[config.mk]
export PLATFORM = sky130hd
export DESIGN_NAME = memory_access_unit_flat
export DESIGN_NICKNAME = d
export VERILOG_FILES = /design/src/rtl/simplerisc_pkg.sv /design/src/rtl/memory_access_unit_if.sv /design/src/rtl/ma_wait_counter.sv /design/src/rtl/memory_access_unit.sv /design/src/flat_wrapper.sv
export SDC_FILE = /design/constraint.sdc
export NUM_CORES = 1
export LEC_CHECK = 0
export ABC_AREA = 1
export BUFFER_PORTS_ARGS = -buffer_cell sky130_fd_sc_hd__clkbuf_2
export CORE_AREA = 2 2 114 116
export CTS_BUF_LIST = sky130_fd_sc_hd__clkbuf_2
export CTS_CLUSTER_SIZE = 14
export DETAILED_ROUTE_END_ITERATION = 12
export DIE_AREA = 0 0 116 118
export PLACE_DENSITY_LB_ADDON = 0.05
export SYNTH_ARGS = -nofsm -noshare
export SYNTH_HDL_FRONTEND = slang
export SYNTH_SLANG_ARGS = --single-unit
[constraint.sdc]
create_clock -name clk -period 5.8 [get_ports clk]
set_input_delay 0.58 -clock clk [delete_from_list [all_inputs] [get_ports clk]]
set_output_delay 0.58 -clock clk [all_outputs]
set_load 0.005 [all_outputs]
[src/rtl/simplerisc_pkg.sv]
// Shared SimpleRISC types and constants used by the memory-access stage.
package simplerisc_pkg;
  localparam int WORD_W = 32;
  localparam int REG_W  = 4;
  localparam logic [1:0] ADDR_ALIGN_MASK = 2'b11;

  typedef enum logic {
    MA_IDLE = 1'b0,
    MA_BUSY = 1'b1
  } ma_state_t;

  // Word accesses must sit on a 4-byte boundary.
  function automatic logic is_misaligned(input logic [WORD_W-1:0] addr);
    return (addr[1:0] & ADDR_ALIGN_MASK) != 2'b00;
  endfunction
endpackage

[src/rtl/memory_access_unit_if.sv]
// EX-side handshake, data-memory bus and RW-side result bundle of the MA stage.
interface memory_access_unit_if;
  import simplerisc_pkg::*;

  logic              ex_valid;
  logic              ex_ready;
  logic [WORD_W-1:0] aluResult;
  logic [WORD_W-1:0] op2;
  logic              isLd;
  logic              isSt;
  logic              isWb;
  logic [REG_W-1:0]  rd;
  logic              mem_req;
  logic              mem_we;
  logic [WORD_W-1:0] mem_addr;
  logic [WORD_W-1:0] mem_wdata;
  logic              mem_ack;
  logic [WORD_W-1:0] mem_rdata;
  logic              ma_valid;
  logic [WORD_W-1:0] ma_result;
  logic [REG_W-1:0]  ma_rd;
  logic              ma_isWb;
  logic              ma_err;

  // The MA stage itself.
  modport master (
    input  ex_valid, aluResult, op2, isLd, isSt, isWb, rd, mem_ack, mem_rdata,
    output ex_ready, mem_req, mem_we, mem_addr, mem_wdata,
           ma_valid, ma_result, ma_rd, ma_isWb, ma_err
  );

  // The surrounding pipeline and data memory.
  modport slave (
    output ex_valid, aluResult, op2, isLd, isSt, isWb, rd, mem_ack, mem_rdata,
    input  ex_ready, mem_req, mem_we, mem_addr, mem_wdata,
           ma_valid, ma_result, ma_rd, ma_isWb, ma_err
  );
endinterface

[src/rtl/ma_wait_counter.sv]
// Saturating wait-state counter; o_hit flags that the count reached WAIT_MAX.
module ma_wait_counter #(
  parameter int WAIT_MAX = 255
) (
  input  logic clk,
  input  logic rst,
  input  logic i_clr,
  input  logic i_en,
  output logic o_hit
);
  localparam int CNT_W = (WAIT_MAX < 1) ? 1 : $clog2(WAIT_MAX + 1);

  logic [CNT_W-1:0] r_cnt;

  assign o_hit = (r_cnt == CNT_W'(WAIT_MAX));

  // Clear wins over enable; the count never moves past WAIT_MAX.
  always_ff @(posedge clk or posedge rst) begin
    if (rst)                 r_cnt <= '0;
    else if (i_clr)          r_cnt <= '0;
    else if (i_en && !o_hit) r_cnt <= r_cnt + 1'b1;
  end
endmodule

[src/rtl/memory_access_unit.sv]
// SimpleRISC memory-access stage: ld/st memory handshake or ALU pass-through,
// presenting a registered one-cycle result pulse to the register-write stage.
module memory_access_unit
  import simplerisc_pkg::*;
#(
  parameter int WAIT_MAX = 255
) (
  input  logic                 clk,
  input  logic                 rst,
  memory_access_unit_if.master bus
);
  ma_state_t         r_state, w_state_nxt;
  logic [WORD_W-1:0] r_addr, r_wdata;
  logic [REG_W-1:0]  r_rd;
  logic              r_isWb, r_isSt;

  logic              r_ma_valid, r_ma_isWb, r_ma_err;
  logic [WORD_W-1:0] r_ma_result;
  logic [REG_W-1:0]  r_ma_rd;

  logic              w_latch, w_cnt_clr, w_cnt_en, w_hit;
  logic              w_out_vld, w_out_isWb, w_out_err;
  logic [WORD_W-1:0] w_out_result;
  logic [REG_W-1:0]  w_out_rd;
  logic              w_is_mem, w_bad;

  ma_wait_counter #(.WAIT_MAX(WAIT_MAX)) u_wait (
    .clk   (clk),
    .rst   (rst),
    .i_clr (w_cnt_clr),
    .i_en  (w_cnt_en),
    .o_hit (w_hit)
  );

  assign w_is_mem = bus.isLd | bus.isSt;
  assign w_bad    = w_is_mem & (is_misaligned(bus.aluResult) | (bus.isLd & bus.isSt));

  // State register; reset lands in IDLE so mem_req drops asynchronously.
  always_ff @(posedge clk or posedge rst) begin
    if (rst) r_state <= MA_IDLE;
    else     r_state <= w_state_nxt;
  end

  // Next state plus the result to present next cycle; outputs hold by default.
  always_comb begin
    w_state_nxt  = r_state;
    w_latch      = 1'b0;
    w_cnt_clr    = 1'b0;
    w_cnt_en     = 1'b0;
    w_out_vld    = 1'b0;
    w_out_result = r_ma_result;
    w_out_rd     = r_ma_rd;
    w_out_isWb   = r_ma_isWb;
    w_out_err    = r_ma_err;
    case (r_state)
      MA_IDLE: begin
        if (bus.ex_valid) begin
          if (!w_is_mem || w_bad) begin
            // Pass-through and rejected accesses both answer in one cycle.
            w_out_vld    = 1'b1;
            w_out_result = bus.aluResult;
            w_out_rd     = bus.rd;
            w_out_isWb   = w_bad ? 1'b0 : bus.isWb;
            w_out_err    = w_bad;
          end else begin
            w_latch     = 1'b1;
            w_cnt_clr   = 1'b1;
            w_state_nxt = MA_BUSY;
          end
        end
      end
      MA_BUSY: begin
        if (bus.mem_ack) begin
          // Ack is checked first so it beats a simultaneous timeout.
          w_state_nxt  = MA_IDLE;
          w_out_vld    = 1'b1;
          w_out_result = r_isSt ? r_addr : bus.mem_rdata;
          w_out_rd     = r_rd;
          w_out_isWb   = r_isSt ? 1'b0 : r_isWb;
          w_out_err    = 1'b0;
        end else if (w_hit) begin
          w_state_nxt = MA_IDLE;
          w_out_vld   = 1'b1;
          w_out_rd    = r_rd;
          w_out_isWb  = 1'b0;
          w_out_err   = 1'b1;
        end else begin
          w_cnt_en = 1'b1;
        end
      end
      default: w_state_nxt = MA_IDLE;
    endcase
  end

  // Capture the access operands on acceptance; they stay stable through BUSY.
  always_ff @(posedge clk or posedge rst) begin
    if (rst) begin
      r_addr  <= '0;
      r_wdata <= '0;
      r_rd    <= '0;
      r_isWb  <= 1'b0;
      r_isSt  <= 1'b0;
    end else if (w_latch) begin
      r_addr  <= bus.aluResult;
      r_wdata <= bus.op2;
      r_rd    <= bus.rd;
      r_isWb  <= bus.isWb;
      r_isSt  <= bus.isSt;
    end
  end

  // Registered result bundle toward the RW stage; valid is a single-cycle pulse.
  always_ff @(posedge clk or posedge rst) begin
    if (rst) begin
      r_ma_valid  <= 1'b0;
      r_ma_result <= '0;
      r_ma_rd     <= '0;
      r_ma_isWb   <= 1'b0;
      r_ma_err    <= 1'b0;
    end else begin
      r_ma_valid  <= w_out_vld;
      r_ma_result <= w_out_result;
      r_ma_rd     <= w_out_rd;
      r_ma_isWb   <= w_out_isWb;
      r_ma_err    <= w_out_err;
    end
  end

  assign bus.ex_ready  = (r_state == MA_IDLE);
  assign bus.mem_req   = (r_state == MA_BUSY);
  assign bus.mem_we    = (r_state == MA_BUSY) & r_isSt;
  assign bus.mem_addr  = r_addr;
  assign bus.mem_wdata = r_wdata;
  assign bus.ma_valid  = r_ma_valid;
  assign bus.ma_result = r_ma_result;
  assign bus.ma_rd     = r_ma_rd;
  assign bus.ma_isWb   = r_ma_isWb;
  assign bus.ma_err    = r_ma_err;
endmodule

[src/flat_wrapper.sv]
// flat-port wrapper written by rule: the top's interface ports become plain ports
module memory_access_unit_flat import simplerisc_pkg::*;
#(
  parameter int WAIT_MAX = 255
)
  (clk, rst, bus_ex_valid, bus_aluResult, bus_op2, bus_isLd, bus_isSt, bus_isWb, bus_rd, bus_mem_ack, bus_mem_rdata, bus_ex_ready, bus_mem_req, bus_mem_we, bus_mem_addr, bus_mem_wdata, bus_ma_valid, bus_ma_result, bus_ma_rd, bus_ma_isWb, bus_ma_err);
  memory_access_unit_if bus_i ();
  input  logic clk;
  input  logic rst;
  input wire logic [$bits(bus_i.ex_valid)-1:0] bus_ex_valid;
  input wire logic [$bits(bus_i.aluResult)-1:0] bus_aluResult;
  input wire logic [$bits(bus_i.op2)-1:0] bus_op2;
  input wire logic [$bits(bus_i.isLd)-1:0] bus_isLd;
  input wire logic [$bits(bus_i.isSt)-1:0] bus_isSt;
  input wire logic [$bits(bus_i.isWb)-1:0] bus_isWb;
  input wire logic [$bits(bus_i.rd)-1:0] bus_rd;
  input wire logic [$bits(bus_i.mem_ack)-1:0] bus_mem_ack;
  input wire logic [$bits(bus_i.mem_rdata)-1:0] bus_mem_rdata;
  output wire logic [$bits(bus_i.ex_ready)-1:0] bus_ex_ready;
  output wire logic [$bits(bus_i.mem_req)-1:0] bus_mem_req;
  output wire logic [$bits(bus_i.mem_we)-1:0] bus_mem_we;
  output wire logic [$bits(bus_i.mem_addr)-1:0] bus_mem_addr;
  output wire logic [$bits(bus_i.mem_wdata)-1:0] bus_mem_wdata;
  output wire logic [$bits(bus_i.ma_valid)-1:0] bus_ma_valid;
  output wire logic [$bits(bus_i.ma_result)-1:0] bus_ma_result;
  output wire logic [$bits(bus_i.ma_rd)-1:0] bus_ma_rd;
  output wire logic [$bits(bus_i.ma_isWb)-1:0] bus_ma_isWb;
  output wire logic [$bits(bus_i.ma_err)-1:0] bus_ma_err;
  assign bus_i.ex_valid = bus_ex_valid;
  assign bus_i.aluResult = bus_aluResult;
  assign bus_i.op2 = bus_op2;
  assign bus_i.isLd = bus_isLd;
  assign bus_i.isSt = bus_isSt;
  assign bus_i.isWb = bus_isWb;
  assign bus_i.rd = bus_rd;
  assign bus_i.mem_ack = bus_mem_ack;
  assign bus_i.mem_rdata = bus_mem_rdata;
  assign bus_ex_ready = bus_i.ex_ready;
  assign bus_mem_req = bus_i.mem_req;
  assign bus_mem_we = bus_i.mem_we;
  assign bus_mem_addr = bus_i.mem_addr;
  assign bus_mem_wdata = bus_i.mem_wdata;
  assign bus_ma_valid = bus_i.ma_valid;
  assign bus_ma_result = bus_i.ma_result;
  assign bus_ma_rd = bus_i.ma_rd;
  assign bus_ma_isWb = bus_i.ma_isWb;
  assign bus_ma_err = bus_i.ma_err;
  memory_access_unit #(.WAIT_MAX(WAIT_MAX)) u_core (.clk(clk), .rst(rst), .bus(bus_i));
endmodule
; Yosys cells after proc, flatten, opt, wreduce, memory -nomap -nowiden
; Cells that the tools add are included.
[op_classes]
n_mul = 0
shift = 0
reduce_logical = 8
eq_ne = 5
bitwise = 6
n_div = 0
add_sub_neg = 1
n_mux = 36
order_cmp = 0
[ops]
columns = op, n
row1 = 32-bit two-way mux, 4
row2 = 32-bit one-hot mux with 2 select lines, 1
row3 = 1-bit two-way mux, 20
row4 = 4-bit two-way mux, 4
row5 = 8-bit two-way mux, 2
row6 = "8-bit by 1-bit adder with 8-bit output, second input constant", 1
row7 = "8-bit == test, second input constant", 1
row8 = 1-bit one-hot mux with 2 select lines, 4
row9 = 4-bit one-hot mux with 2 select lines, 1
row10 = 3-bit AND reduction, 2
row11 = "2-bit != test, second input constant", 2
row12 = 2-bit nonzero test, 2
row13 = 1-bit AND, 3
row14 = "3-bit != test, second input constant", 1
row15 = 1-bit zero test, 2
row16 = "2-bit by 1-bit != test with 1-bit output, second input constant", 1
row17 = 1-bit bitwise OR, 2
row18 = 1-bit logical AND, 1
row19 = 1-bit logical OR, 1
row20 = 1-bit NOT, 1
[word_totals]
romBits = 0
wordCells = 68
n_memories = 0
reg_bits = 118
ram_bits = 0
latchBits = 0
output_inout_bits = 106

; Logic depth before layout (Yosys ltp)
[logic_depth]
depth_word = 8
ltp_mapped = 9

; By module
; A second synthesis with hierarchy kept.
[hier_totals]
hier_cells = 721
hier_area_um2 = 5602.9
[modules_own_cells]
columns = module, instances, area_each_um2, cells_each
row1 = memory_access_unit, 1, 5096.1, 652
row2 = ma_wait_counter, 1, 506.7, 69

; Least setup slack after synthesis
; OpenSTA, ideal clock, no wires.
[synth_path]
path_kind = reg-to-output
start = register u_core.r_state, in the netlist u_core.bus.mem_req
end = output port bus_ex_ready
stages_incl_launch_ff = 4
arrival_time_ps = 878
n_path_buf = 2
setup_slack_ps = 4342
path_cell_list = dfrtp_1 inv_2 buf_6 buf_2
[synth_between]
elab_chain_len = 1
[synth_rtl]
columns = item, line
row1 = "start, declared", memory_access_unit.sv:12  ; ma_state_t r_state, w_state_nxt;
row2 = "start signal, assigned", memory_access_unit.sv:41  ; else r_state <= w_state_nxt;
row3 = 1-bit NOT, memory_access_unit.sv:129  ; assign bus.ex_ready = (r_state == MA_IDLE);
row4 = "end, declared", flat_wrapper.sv:19  ; output wire logic [$bits(bus_i.ex_ready)-1:0] bus_ex_ready;
; Every way passes these cells.

; Final worst setup path
[layout_path]
start = register u_core.r_state, in the netlist u_core.bus.mem_req
end = register u_core.r_ma_result[31], in the netlist u_core.bus.ma_result[31]
[layout_between]
elab_chain_len = 3
word_cells_on_any_way = 6
classes_between = eq/ne: 3 / mux: 1 / bitwise: 1 / reduce/logical: 1
[layout_rtl]
columns = item, line
row1 = 1-bit NOT, memory_access_unit.sv:55  ; case (r_state)
row2 = 2-bit by 1-bit != test with 1-bit output (no source line) / 2-bit != test (equally long branches), --
row3 = 3-bit AND reduction (no source line), --
row4 = "end signal, assigned", memory_access_unit.sv:122  ; r_ma_result <= w_out_result;
row5 = "end, declared", memory_access_unit.sv:18  ; logic [WORD_W-1:0] r_ma_result;
; Parallel ways exist; a longest one is shown, timed or not.
; A chain may end at the register's enable or synchronous reset.

==> summary.txt <==
Critical path
  – Crit. End Element: flip-flop
  – Max stage delay cell, worst path: nand2_2
  – Critical Path RT: 6.37 ns
  – FF-to-FF End: u_core.bus.ma_result[31]$_DFFE_PP0P_
  – Arrival @ worst endpoint: 3.63 ns
  – CP Max Fanout: 39
  – Critical path class: flip-flop to flip-flop
  – R2r setup slk: 2.74 ns
  – Reg2reg start: u_core.bus.mem_req$_DFF_PP0_
  – Crit-path max cell delay: between 0.7 and 0.8 ns
  – Worst path bufs/invs: 1
  – Number of cells on the worst reg-to-reg path: 5
  – CP Launch Type: flip-flop
  – Critical path cell sequence: inv_2 -> nand2_2 -> nand2_2 -> nand2_1 -> nand2_1
  – Family with the most delay on the worst path: simple AND/OR/NAND/NOR gates

Global routing
  – GRT overflow: 0
  – Total global-route track usage: 0.226
  – Antenna violations before repair: 0
  – Largest net degree at the start of global routing: 74
  – Global-route wire length before repair: 24.4 mm
  – Vias in the first global route: 4,949

Logic synthesis
  – Syn Area/Cell: ~8 um^2
  – Synth top cells by count: nand2_1, dfrtp_1, inv_1, nand3_1, o21ai_0
  – Post-Syn Nets: 779
  – Post-synthesis register bit count: about 120
  – Synthesized area: 5520 um^2
  – Main flop type after synthesis: dfrtp_1
  – Top-area cell type share of the netlist area: 0.535
  – Sequential area share after synthesis: 0.535
  – EDFF count, synth: 0
  – Asr flop ratio synth: 1.00
  – Synth unique cells: 24
  – Synth area leader: dfrtp_1
  – Syn. warnings: 0
  – Area contributors post-synth: dfrtp_1, nand2_1, o211ai_1, nand3_1, o21ai_0
  – Most common cell in the netlist: nand2_1
  – Syn Inst Count: 671

Die
  – Core Rows: 41
  – Die area: 13,700 um^2
  – Initial Utilization: 0.445
  – I/O pin cnt: 213
  – Die height: about 120 um
  – Total core area: 12,400 um^2
  – Die width: 116 um

Pwr
  – Max rail drop VDD: 0.157 mV
  – PD cells: 318 nW/um^2
  – Static Leakage: 0.00383 uW

Placed design
  – Detailed placement HPWL: 10.1 mm
  – Dpl cell area: 6550 um^2
  – Port bufs: 212
  – Gpl congestion: 0.826

STA
  – WHS: 0.109 ns
  – Max-slew headroom at the worst pin: 0.380
  – Final setup skew: 0.0255 ns
  – Unrepaired setup endpoints after global routing: no
  – Hold Violations, Final: 0
  – Max Freq: 326 MHz
  – Min Tclk post-route: about 3 ns
  – Pins Over Slew Limit: 0
  – Final Setup Violations: 0
  – Slew @ Worst Pin: just over 0.9 ns
  – Fin crit share: 0.528
  – Setup total negative slack: 0 ns

Clock tree
  – CTS clk-pin slew, worst paths: 0.17 ns
  – CTS root buf: clkbuf_2
  – Total CTS buffers: 17
  – Setup Buffers After CTS: 0
  – Worst skew pair latency: 0.65 ns
  – H-tree depth: 4
  – Sink Count: 118
  – CTS Buffer Depth: 2
  – Post-cts sizing count: 0
  – TritonCTS clock tree: yes
  – # hold bufs at CTS: 1

Route
  – Via count: 5,111
  – Drt first pass iters: 5
  – DRT iter0 DRCs: 399
  – Post-DRT Antenna Nets: 0
  – DR vias/cell: 4.85
  – Routed len/inst: 14.1 um
  – Final wirelength: 14.8 mm
  – # DRC: 0

Outcome
  – Status: completed

Final layout
  – Fill count: 1,219
  – Number of diodes: 0
  – Share of layout cells above drive strength 1: 0.297
  – Fin area: ~7000 um^2
  – Synth-to-layout area growth: 23.8%
  – FF+latch area: around 3000 um^2
  – Multi-input gate area: between 2000 and 2500 um^2
  – Nets@finish: 977

Hold path
  – Hold Startpoint: bus_op2[4]
  – Min-delay worst type: primary input to flip-flop
  – Hold Path Stages: 3
  – Hold Path Sink: u_core.bus.mem_wdata[4]$_DFFE_PP0P_

Job
  – Max-cap violations: 0
## power breakdown
| group | switching [uW] | internal [uW] |
|---|---|---|
| registers | 98.2 | 980 |
| logic | 269 | 212 |
| clock network | 299 | 317 |
| total | 666 | 1510 |
## cell families after synthesis
kind of cell               share of synthesized area
and+or+nand+nor                                0.299
AOI/OAI and AO/OA                             0.0813
adders and majority gates                    0.00227
buffers and inverters                         0.0825
DFF                                            0.535
## registers in the layout, indices dropped and copies added (netlist names)
| name | count |
|---|---|
| u_core.r_rd | 4 |
| u_core.bus.ma_valid | 1 |
| u_core.bus.ma_isWb | 1 |
| u_core.bus.ma_err | 1 |
| u_core.bus.ma_rd | 4 |
| u_core.u_wait.r_cnt | 8 |
| u_core.r_isSt | 1 |
| u_core.r_isWb | 1 |
| u_core.bus.mem_addr | 32 |
| u_core.bus.mem_req | 1 |
| u_core.bus.mem_wdata | 32 |
| u_core.bus.ma_result | 32 |
## metrics by stage
step                cells  utilization  setup WS, ns  total power (uW)
floorplan             671            -          2.09              1330
global placement     1021        0.528          2.68              1570
detailed placement   1021        0.528          2.56              1580
CTS                  1053        0.551          2.72              2200
global route         1053        0.551          2.40              2320
finish               1053        0.551          2.74              2170
## cell usage in the layout, fill, tap and decap left out
cell type and n:
nand2_1 316, clkbuf_2 230, dfrtp_1 118, nand3_1 46, inv_1 45, o21ai_0 39, o211ai_1 31, nor2_1 9
nand4_1 7, bufinv_16 5, clkinv_1 5, nand2_2 4, nor2_2 3, nor2_4 3, inv_2 3, nand2_4 3
clkinv_2 3, buf_4 2, nand4_4 1, nor2_8 1, a21oi_4 1, o21ai_1 1, or2_2 1, inv_4 1
ha_1 1, clkinvlp_4 1, dlygate4sd3_1 1
## worst max-delay path by stage
stage | from | end | cells after the start
finish | u_core.bus.mem_req$_DFF_PP0_ | u_core.bus.ma_result[31]$_DFFE_PP0P_ | 5
global placement | bus_aluResult[0] | u_core.bus.mem_addr[6]$_DFFE_PP0P_ | 6
global route | u_core.bus.mem_req$_DFF_PP0_ | u_core.bus.mem_addr[10]$_DFFE_PP0P_ | 6
floorplan | rst | u_core.bus.ma_err$_DFFE_PP0P_ | 1
detailed placement | bus_aluResult[0] | u_core.bus.mem_addr[7]$_DFFE_PP0P_ | 6
CTS | u_core.bus.mem_req$_DFF_PP0_ | u_core.bus.ma_result[21]$_DFFE_PP0P_ | 5
## cell type report
cell class / count / share of cell area
repair buffers: 215 / 0.159
well taps: 172 / 0.0315
multi-input cells: 467 / 0.309
clock buffers: 18 / 0.0132
flip-flops and latches: 118 / 0.432
clock inverters: 13 / 0.0273
inverters: 50 / 0.0280
## tightest hold or removal path: stages
cell and delay [ns]:
clkbuf_2 0.07, nand2_1 0.04, nand2_1 0.04
## per-layer routing
| metal | GRT usage | part of all wire |
|---|---|---|
| met3 | 0.0659 | 0.075 |
| met4 | 0.0662 | 0.017 |
| met1 | 0.297 | 0.43 |
| met5 | 0 | 0 |
| met2 | 0.361 | 0.47 |
(Power assumes the default switching activity.)
